$ cat src/rtl/wfg_stim_sweep_pkg.sv
// ---------------------------------------------------------------------------
// wfg_stim_sweep_pkg
// Shared types and constants for the stimulus frequency-sweep sequencer.
//   SWEEP_W       : width of the generator angular increment
//   sweep_mode_t  : sweep shape (single, repeat, triangle)
//   sweep_state_t : sequencer FSM states
//   decode_mode() : maps the raw 2-bit mode field onto sweep_mode_t
// ---------------------------------------------------------------------------
package wfg_stim_sweep_pkg;

    localparam int SWEEP_W = 16;

    typedef enum logic [1:0] {
        SINGLE   = 2'b00,
        REPEAT   = 2'b01,
        TRIANGLE = 2'b10
    } sweep_mode_t;

    typedef enum logic [1:0] {
        IDLE   = 2'b00,
        RUN    = 2'b01,
        FINISH = 2'b10
    } sweep_state_t;

    // The unused encoding 2'b11 falls back to a one-shot sweep.
    function automatic sweep_mode_t decode_mode(input logic [1:0] raw);
        case (raw)
            2'b01:   return REPEAT;
            2'b10:   return TRIANGLE;
            default: return SINGLE;
        endcase
    endfunction

endpackage

$ cat src/rtl/wfg_stim_sweep_step.sv
// ---------------------------------------------------------------------------
// wfg_stim_sweep_step
// Combinational next-increment calculation for one sweep advance.
//   cur         : current increment
//   step        : step size (already forced non-zero by the caller)
//   start, stop : sweep end points
//   dir_up      : current leg direction (1 = increasing)
//   mode        : sweep shape
//   next        : increment to present after this advance
//   leg_end     : cur sits on the end point of the current leg
//   dir_up_next : direction after this advance
// ---------------------------------------------------------------------------
module wfg_stim_sweep_step
    import wfg_stim_sweep_pkg::*;
(
    input  logic [SWEEP_W-1:0] cur,
    input  logic [SWEEP_W-1:0] step,
    input  logic [SWEEP_W-1:0] start,
    input  logic [SWEEP_W-1:0] stop,
    input  logic               dir_up,
    input  sweep_mode_t        mode,
    output logic [SWEEP_W-1:0] next,
    output logic               leg_end,
    output logic               dir_up_next
);

    logic [SWEEP_W-1:0] hi;
    logic [SWEEP_W-1:0] lo;
    logic [SWEEP_W-1:0] target;
    logic [SWEEP_W-1:0] stepped;
    logic [SWEEP_W:0]   sum;
    logic [SWEEP_W:0]   diff;
    logic               move_up;

    // An upward leg always ends on the larger end point, a downward leg on
    // the smaller, so triangle legs need no extra bookkeeping.
    assign hi      = (start >= stop) ? start : stop;
    assign lo      = (start >= stop) ? stop  : start;
    assign leg_end = (cur == (dir_up ? hi : lo));

    // One extra bit keeps carry-out and borrow visible for the clamp.
    assign sum  = {1'b0, cur} + {1'b0, step};
    assign diff = {1'b0, cur} - {1'b0, step};

    // NOTE: every signal assigned in this block gets a value on every path
    // (defaults first), so no latch is inferred.
    always_comb begin
        move_up = dir_up;
        if (leg_end && mode == TRIANGLE)
            move_up = ~dir_up;
        dir_up_next = move_up;
        target      = move_up ? hi : lo;

        if (move_up)
            stepped = (sum > {1'b0, target}) ? target : sum[SWEEP_W-1:0];
        else
            stepped = (diff[SWEEP_W] || diff < {1'b0, target}) ? target : diff[SWEEP_W-1:0];

        next = stepped;
        if (leg_end) begin
            if (mode == SINGLE)
                next = cur;
            else if (mode == REPEAT)
                next = start;
        end
    end

endmodule

$ cat src/rtl/wfg_stim_sweep_ctrl.sv
// ---------------------------------------------------------------------------
// wfg_stim_sweep_ctrl
// Frequency-sweep sequencer for the CORDIC sine stimulus generator. Steps
// the generator increment from start to stop, dwelling a configured number
// of accepted output samples on each value.
//   clk, rst         : clock, asynchronous active-high reset
//   start_i, stop_i  : one-cycle sweep start / abort pulses
//   cfg_*_i          : sweep configuration, captured at start
//   sine_tvalid_i,
//   sine_tready_i    : monitored generator output handshake
//   ctrl_en_o        : generator enable
//   inc_val_o        : generator angular increment
//   busy_o           : sweep running
//   done_o           : one-cycle pulse at the end of a single-mode sweep
// ---------------------------------------------------------------------------
module wfg_stim_sweep_ctrl
    import wfg_stim_sweep_pkg::*;
(
    input  logic        clk,
    input  logic        rst,
    input  logic        start_i,
    input  logic        stop_i,
    input  logic [15:0] cfg_start_inc_i,
    input  logic [15:0] cfg_stop_inc_i,
    input  logic [15:0] cfg_step_i,
    input  logic [15:0] cfg_dwell_i,
    input  logic [1:0]  cfg_mode_i,
    input  logic        sine_tvalid_i,
    input  logic        sine_tready_i,
    output logic        ctrl_en_o,
    output logic [15:0] inc_val_o,
    output logic        busy_o,
    output logic        done_o
);

    sweep_state_t       state;
    sweep_mode_t        mode_q;
    logic [SWEEP_W-1:0] start_q;
    logic [SWEEP_W-1:0] stop_q;
    logic [SWEEP_W-1:0] step_q;
    logic [SWEEP_W-1:0] dwell_q;
    logic [SWEEP_W-1:0] dwell_cnt;
    logic               dir_up_q;

    logic               accept;
    logic [SWEEP_W-1:0] next_inc;
    logic               leg_end;
    logic               dir_up_next;

    assign accept = sine_tvalid_i && sine_tready_i;

    wfg_stim_sweep_step u_step (
        .cur         (inc_val_o),
        .step        (step_q),
        .start       (start_q),
        .stop        (stop_q),
        .dir_up      (dir_up_q),
        .mode        (mode_q),
        .next        (next_inc),
        .leg_end     (leg_end),
        .dir_up_next (dir_up_next)
    );

    // NOTE: sequential state uses non-blocking assignments only, so every
    // register samples pre-edge values regardless of statement order.
    // NOTE: the configuration shadow registers are plain flops, so they are
    // reset along with the rest of the state.
    always_ff @(posedge clk or posedge rst) begin
        if (rst) begin
            state     <= IDLE;
            mode_q    <= SINGLE;
            start_q   <= '0;
            stop_q    <= '0;
            step_q    <= '0;
            dwell_q   <= '0;
            dwell_cnt <= '0;
            dir_up_q  <= 1'b0;
            inc_val_o <= '0;
            ctrl_en_o <= 1'b0;
            busy_o    <= 1'b0;
            done_o    <= 1'b0;
        end else begin
            done_o <= 1'b0;
            if (stop_i) begin
                // Abort wins over start and over a same-cycle handshake.
                state     <= IDLE;
                dwell_cnt <= '0;
                ctrl_en_o <= 1'b0;
                busy_o    <= 1'b0;
            end else begin
                case (state)
                    IDLE: begin
                        if (start_i) begin
                            start_q   <= cfg_start_inc_i;
                            stop_q    <= cfg_stop_inc_i;
                            step_q    <= (cfg_step_i  == '0) ? 16'd1 : cfg_step_i;
                            dwell_q   <= (cfg_dwell_i == '0) ? 16'd1 : cfg_dwell_i;
                            mode_q    <= decode_mode(cfg_mode_i);
                            dir_up_q  <= (cfg_start_inc_i <= cfg_stop_inc_i);
                            inc_val_o <= cfg_start_inc_i;
                            dwell_cnt <= '0;
                            ctrl_en_o <= 1'b1;
                            busy_o    <= 1'b1;
                            state     <= RUN;
                        end
                    end
                    RUN: begin
                        if (accept) begin
                            if (dwell_cnt != dwell_q - 16'd1) begin
                                dwell_cnt <= dwell_cnt + 16'd1;
                            end else begin
                                dwell_cnt <= '0;
                                if (leg_end && mode_q == SINGLE) begin
                                    state     <= FINISH;
                                    done_o    <= 1'b1;
                                    ctrl_en_o <= 1'b0;
                                    busy_o    <= 1'b0;
                                end else begin
                                    inc_val_o <= next_inc;
                                    dir_up_q  <= dir_up_next;
                                end
                            end
                        end
                    end
                    FINISH:  state <= IDLE;
                    default: state <= IDLE;
                endcase
            end
        end
    end

endmodule

$ cat config.mk
export PLATFORM = sky130hd
export DESIGN_NAME = wfg_stim_sweep_ctrl
export DESIGN_NICKNAME = d
export VERILOG_FILES = /design/src/rtl/wfg_stim_sweep_pkg.sv /design/src/rtl/wfg_stim_sweep_step.sv /design/src/rtl/wfg_stim_sweep_ctrl.sv
export SDC_FILE = /design/constraint.sdc
export NUM_CORES = 1
export LEC_CHECK = 0
export ABC_AREA = 0
export CAP_MARGIN = 25
export CORE_MARGIN = 1.5
export CORE_UTILIZATION = 60
export CTS_CLUSTER_SIZE = 24
export DETAILED_ROUTE_END_ITERATION = 8
export GPL_TIMING_DRIVEN = 0
export PLACE_DENSITY = 0.83
export SYNTH_ARGS = -nofsm -noshare
export SYNTH_HDL_FRONTEND = slang
export SYNTH_SLANG_ARGS = --single-unit
$ cat constraint.sdc
create_clock -name clk -period 16.5 [get_ports clk]
set_input_delay 3.3 -clock clk [delete_from_list [all_inputs] [get_ports clk]]
set_output_delay 3.3 -clock clk [all_outputs]
set_load 0.03 [all_outputs]
==> results of run 1 <==
==> routing by layer <==
metal,vias up,global-route usage
li1,4532,-
met1,4626,0.4681
met2,488,0.6598
met3,92,0.08632
met4,0,0.2140
met5,-,0
==> worst max path at each step <==
stage | endpoint | cells past startpoint
2_1_floorplan | busy_o | 1
3_3_place_gp | stop_q[4] | 2
5_1_grt | inc_val_o[4] | 26
3_5_place_dp | inc_val_o[4] | 26
4_1_cts | inc_val_o[4] | 26
6_report | inc_val_o[4] | 26
==> stage by stage <==
step	setup slack, ns	hold WS, ns	power [uW]
after global routing	8.435	0.5699	2519
final	8.783	0.5304	2347
after detailed placement	9.093	0.5170	2073
after CTS	8.995	0.5331	2311
after floorplan	10.50	0.5022	1629
after global placement	8.873	0.5113	2039
==> layout make-up <==
class	count	area share
Timing Repair Buffer	90	0.08129
Clock inverter	6	0.006534
Buffer	53	0.02038
Tap cell	216	0.02392
Clock buffer	10	0.02027
Inverter	97	0.03245
Sequential cell	103	0.2282
Multi-Input combinational cell	962	0.5870
==> layout by cell type, fill, tap and decap left out, types with 9 or more instances in the layout <==
cell,instances
xnor2_1,54
a21oi_1,87
o21ai_0,81
xor2_1,24
and2_1,11
and3_1,10
nor4_1,12
clkdlybuf4s50_1,89
or3_1,10
nor2_1,111
inv_1,95
nand3_1,31
clkbuf_16,9
mux2_2,23
nor3_1,30
clkbuf_1,39
a31oi_1,9
nor2b_1,19
ha_1,89
nand2b_1,22
o22ai_1,15
dfrtp_1,103
nand4_1,11
mux2i_1,32
o21a_1,9
nand2_1,113
a21o_1,19
a211oi_2,9
==> power groups by stage <==
stage	Combinational (uW)	Clock, uW	Sequential [uW]
floorplan	1220	0	411
global placement	1620	0	415
detailed placement	1660	0	416
CTS	1670	229	412
global route	1860	237	424
finish	1700	229	418
==> cells by family after synthesis <==
kind of cell | count (synthesis)
and+or+nand+nor | 407
AOI/OAI and AO/OA | 325
buffers and inverters | 150
DFF | 103
adders and majority gates | 94
xor gates and xnor gates | 78
muxes | 58
==> state kept, by name, summed over array words and instances, names as in the netlist <==
name,count
busy_o,1
state,2
inc_val_o,16
done_o,1
step_q,16
mode_q,2
dwell_q,16
stop_q,16
start_q,16
dir_up_q,1
dwell_cnt,16
==> worst max-delay path, cell delays in order, from the launching register on <==
cell       delay [ns]
dfrtp_1          0.33
clkbuf_1         0.43
inv_1            0.30
ha_1             0.26
a21oi_1          0.13
o21ai_0          0.13
a2bb2oi_2        0.34
nand2_2          0.27
nor4_1           0.58
o2111ai_1        0.47
nor3_1           0.54
nor2_4           0.17
clkbuf_1         0.29
o21ai_0          0.44
inv_1            0.13
ha_1             0.32
a21oi_1          0.15
nor2b_1          0.08
o21ai_0          0.14
nand2b_1         0.07
a21oi_1          0.41
nand2_1          0.10
a311o_1          0.32
a21oi_2          0.20
nand2b_1         0.34
mux2_1           0.37
a211oi_2         0.28
==> impl_metrics.env, run 1 <==
export IMPL_cp_data_arrival_time_ns=7.98
export IMPL_die_area_mm2=0.01711
export IMPL_fillers=1368
export IMPL_io_pins=91
export IMPL_skew_ns=0.01432
export IMPL_ir_drop_uv=153.2
export IMPL_status="completed"
export IMPL_p_switching_uw=1220
export IMPL_met1Wirelength_um=12730
export IMPL_cts_setup_buffers=0
export IMPL_dr_wl_met2_um=15730
export IMPL_worstPathMaxFanout=10
export IMPL_synth_flop_cell="dfrtp_1"
export IMPL_area_delta_synth_final_pct=15.24
export IMPL_port_buffer_count=89
export IMPL_pwr_share_clk=0.098
export IMPL_yosys_warnings=0
export IMPL_min_path_cells=1
export IMPL_synth_seq_cells=103
export IMPL_wire_per_inst_um=21.38
export IMPL_hold_end="dwell_q[15]"
export IMPL_start_util=0.6149
export IMPL_dp_hpwl_um=26040
export IMPL_cts_tree="yes"
export IMPL_clkTransAtPathRegs_ns=0.08
export IMPL_nets=1479
export IMPL_grt_use_total=0.3923
export IMPL_yosysUniqueCellTypes=84
export IMPL_synth_top_family_by_area="compound AO/OA/AOI/OAI gates"
export IMPL_syn_area_mm2=0.009803
export IMPL_tns_ns=0
export IMPL_worstReg2RegEnd="inc_val_o[4]"
export IMPL_synthMuxAreaShare=0.06369
export IMPL_num_rows=46
export IMPL_cap_violations=0
export IMPL_endpoint_kind="register"
export IMPL_synth_area_per_cell_um2=8.068
export IMPL_synth_top_area_share=0.2629
export IMPL_synth_edf_count=0
export IMPL_relSlewSlack=0.3798
export IMPL_synth_simple_area_share=0.1999
export IMPL_placed_area_mm2=0.01099
export IMPL_period_share=0.4677
export IMPL_drive_above_1_share=0.06056
export IMPL_final_max_slew_viol_count=0
export IMPL_rsz0062_at_grt="no"
export IMPL_yosysSeqAreaShare=0.2629
export IMPL_finalNonFillerCells=1537
export IMPL_reg2reg_setup_slack_ns=8.78
export IMPL_start_kind="register"
export IMPL_postLayoutCellArea_mm2=0.01130
export IMPL_core_area_mm2=0.01594
export IMPL_regToRegStartpoint="stop_q[4]"
export IMPL_max_clock_path_buffers=2
export IMPL_p_leak_uw=0.004805
export IMPL_synth_fp_nets=1378
export IMPL_vias=9738
export IMPL_cts_buffers=9
export IMPL_gp_congestion=1.004
export IMPL_hp_start="dwell_q[15]"
export IMPL_worst_r2r_cell_count=26
export IMPL_p_int_uw=1127
export IMPL_criticalPathCategory="reg2reg"
export IMPL_cts_hold_buffers=0
export IMPL_yosys_area_top_type="dfrtp_1"
export IMPL_clk_latency_ns=0.37
export IMPL_grt_pass1_wl_um=50120
export IMPL_wl_met3_um=2827
export IMPL_post_cts_resized=0
export IMPL_htree_num_levels=3
export IMPL_grt_pass1_vias=9465
export IMPL_regArea_mm2=0.002577
export IMPL_synth_xor_area_frac=0.06969
export IMPL_cp_required_ns=16.76
export IMPL_drtAntennaViolNets=0
export IMPL_synthTopCellsByArea="dfrtp_1, ha_1, xnor2_1"
export IMPL_pwr_share_comb=0.724
export IMPL_wl_um=32860
export IMPL_top_layer_used="met4"
export IMPL_hp_class="reg2reg"
export IMPL_dp_cells=1521
export IMPL_synthesis_instances=1215
export IMPL_yosysMostFrequentCell="nand2_1"
export IMPL_fp_dieW_um=130.8
export IMPL_timing_final_crit_period_ns=7.717
export IMPL_multiInputGateArea_mm2=0.006631
export IMPL_synthAdderAreaFrac=0.1207
export IMPL_cp_startpoint="stop_q[4]"
export IMPL_final_util=0.7086
export IMPL_antenna_found_initial=0
export IMPL_grt_ovfl_total=0
export IMPL_async_flop_share=1.000
export IMPL_setup_viol=0
export IMPL_die_h_um=130.8
export IMPL_worstMarginPinSlew_ns=0.9303
export IMPL_synth_common_cells="nand2_1, nor2_1, dfrtp_1"
export IMPL_clock_sinks=103
export IMPL_firstDrtPassIters=6
export IMPL_drc_errors=0
export IMPL_grt_max_degree=70
export IMPL_finalHoldViolCount=0
export IMPL_synth_compound_area_share=0.2225
export IMPL_vias_per_cell=6.336
export IMPL_p_per_area_mw_per_mm2=207.8
export IMPL_p_seq_frac=0.178
export IMPL_first_iter_violations=763
export IMPL_root_buffer="clkbuf_16"
export IMPL_max_freq_mhz=129.6
export IMPL_swShare=0.5200
export IMPL_diodes=0
Note: power is estimated with default switching activity, not from simulation.
==> inputs of run 2 (changes only) <==
--- a/config.mk
+++ b/config.mk
@@ -8,11 +8,11 @@
 export ABC_AREA = 0
 export CAP_MARGIN = 25
 export CORE_MARGIN = 1.5
-export CORE_UTILIZATION = 60
+export CORE_UTILIZATION = 54
 export CTS_CLUSTER_SIZE = 24
 export DETAILED_ROUTE_END_ITERATION = 8
 export GPL_TIMING_DRIVEN = 0
-export PLACE_DENSITY = 0.83
+export PLACE_DENSITY = 0.79
 export SYNTH_ARGS = -nofsm -noshare
 export SYNTH_HDL_FRONTEND = slang
 export SYNTH_SLANG_ARGS = --single-unit
==> constraint.sdc (replaced) <==
create_clock -name clk -period 6.64 [get_ports clk]
set_input_delay 1.328 -clock clk [delete_from_list [all_inputs] [get_ports clk]]
set_output_delay 1.328 -clock clk [all_outputs]
set_load 0.03 [all_outputs]
==> impl_metrics.env, run 2 (synthesis gave the netlist of run 1 again) <==
export IMPL_status="completed"
export IMPL_grt_pass1_wl_um=49090
export IMPL_period_share=0.9610
export IMPL_wl_um=31830
export IMPL_final_cell_mix="nand2_1, nor2_1, dfrtp_1"
export IMPL_final_common_cell="nand2_1"
export IMPL_power_uw=5900
export IMPL_cp_top_family="compound AO/OA/AOI/OAI gates"
export IMPL_grt_max_degree=62
export IMPL_io_pins=91
export IMPL_cap_violations=0
export IMPL_cts_tree="yes"
export IMPL_p_leak_uw=0.004842
export IMPL_tns_ns=0
export IMPL_placed_area_mm2=0.01101
export IMPL_start_kind="register"
export IMPL_cp_required_ns=6.87
export IMPL_max_clock_path_buffers=2
export IMPL_clk_latency_ns=0.37
export IMPL_firstDrtPassIters=5
export IMPL_ir_drop_uv=302.3
export IMPL_criticalPathCategory="reg2reg"
export IMPL_fp_dieW_um=137.7
export IMPL_area_delta_synth_final_pct=16.43
export IMPL_relSlewSlack=0.4142
export IMPL_cts_hold_buffers=0
export IMPL_cp_data_arrival_time_ns=6.61
export IMPL_cts_buffers=9
export IMPL_max_freq_mhz=156.7
export IMPL_core_area_mm2=0.01790
export IMPL_vias=9540
export IMPL_drtAntennaViolNets=0
export IMPL_drc_errors=0
export IMPL_cp_slowest_stage_delay_ns=0.48
export IMPL_num_rows=49
export IMPL_start_util=0.5476
export IMPL_gp_congestion=0.9918
export IMPL_rsz0062_at_grt="no"
export IMPL_die_area_mm2=0.01897
export IMPL_antenna_found_initial=0
export IMPL_grt_use_total=0.3458
export IMPL_worstMarginPinSlew_ns=0.8788
export IMPL_hp_class="reg2reg"
export IMPL_setup_ws_ns=0.2589
export IMPL_die_h_um=137.7
export IMPL_final_max_slew_viol_count=0
export IMPL_path_buf_inv=4
export IMPL_postLayoutCellArea_mm2=0.01141
export IMPL_endpoint_kind="register"
export IMPL_pre_cts_ws_ns=-0.7636
export IMPL_first_iter_violations=786
export IMPL_p_per_area_mw_per_mm2=516.9
export IMPL_wire_per_inst_um=20.48
export IMPL_root_buffer="clkbuf_16"
export IMPL_diodes=0
export IMPL_grt_pass1_vias=9083
export IMPL_crit_path_top_delay_cell="o31ai_4"
export IMPL_nets=1483
export IMPL_clkTransAtPathRegs_ns=0.08
export IMPL_drive_above_1_share=0.07698
export IMPL_vias_per_cell=6.139
export IMPL_timing_final_crit_period_ns=6.381
export IMPL_clock_sinks=103
export IMPL_worstPathMaxFanout=10
export IMPL_htree_num_levels=3
export IMPL_setup_viol=0
export IMPL_dp_hpwl_um=25170
export IMPL_grt_ovfl_total=0
export IMPL_finalHoldViolCount=0
export IMPL_port_buffer_count=89
export IMPL_skew_ns=0.009077
==> run 2: through the flow <==
step	instances	hold WS [ns]	util
global route	1554	0.6067	0.6375
detailed placement	1534	0.5546	0.6150
global placement	1533	0.5413	0.6134
finish	1554	0.5746	0.6375
CTS	1549	0.5743	0.6334
floorplan	1215	0.5022	-
==> run 2: cell type report <==
type,instances,area [um2]
timing repair buffer,96,963.4
tap,229,286.5
fill,1572,6489
clock inverter,6,57.56
clock buffer,10,239.0
inverter,97,366.6
sequential,103,2580
multi-input combinational,962,6691
buffer,51,229.0
==> run 2: power breakdown <==
| group | total, uW | switching, uW | internal [uW] |
|---|---|---|---|
| registers | 1050 | 291 | 756 |
| clock network | 554 | 279 | 275 |
| logic | 4300 | 2490 | 1810 |
| total | 5900 | 3060 | 2840 |
==> run 2: path summary, 6_finish.rpt <==
| check | start | endpoint | slack, ns | cells after the start |
|---|---|---|---|---|
| min in group asynchronous | rst | step_q[15] | 1.38 | 2 |
| max | stop_q[13] | inc_val_o[3] | 0.26 | 25 |
| max reg2reg | stop_q[13] | inc_val_o[3] | 0.26 | 25 |
| max in group asynchronous | rst | stop_q[11] | 4.50 | 3 |
| min reg2reg | dwell_q[2] | dwell_q[2] | 0.57 | 1 |
| min | dwell_q[2] | dwell_q[2] | 0.57 | 1 |
==> run 2: per-layer routing <==
layer,GRT usage,vias up,routed length [um]
li1,-,4537,-
met3,0.05666,73,2403
met2,0.5881,433,15250
met4,0.1470,0,1246
met1,0.4336,4497,12930
met5,0,-,0
==> run 2: repair_timing <==
action,in CTS,in global routing
pin swaps,1,4
resized for setup,8,16
endpoints found under the hold margin,0,0
setup buffers,1,5
setup endpoints to repair,16,16
==> run 2: worst reg2reg max path, stage by stage (launching register included) <==
cell and delay (ns):
dfrtp_1 0.40, inv_1 0.13, ha_1 0.33, nand4_2 0.23
nor3_4 0.27, a31oi_4 0.20, and2_1 0.22, buf_6 0.15
a221o_1 0.37, o31ai_4 0.48, nor3_4 0.11, nor2_4 0.22
buf_4 0.25, nor2_1 0.06, a21oi_1 0.40, ha_1 0.19
and3_1 0.29, nand3_1 0.12, o31a_1 0.26, a2111o_1 0.34
nor2_1 0.23, a21oi_2 0.12, nor2b_1 0.23, buf_4 0.27
mux2i_1 0.25, a41oi_1 0.14
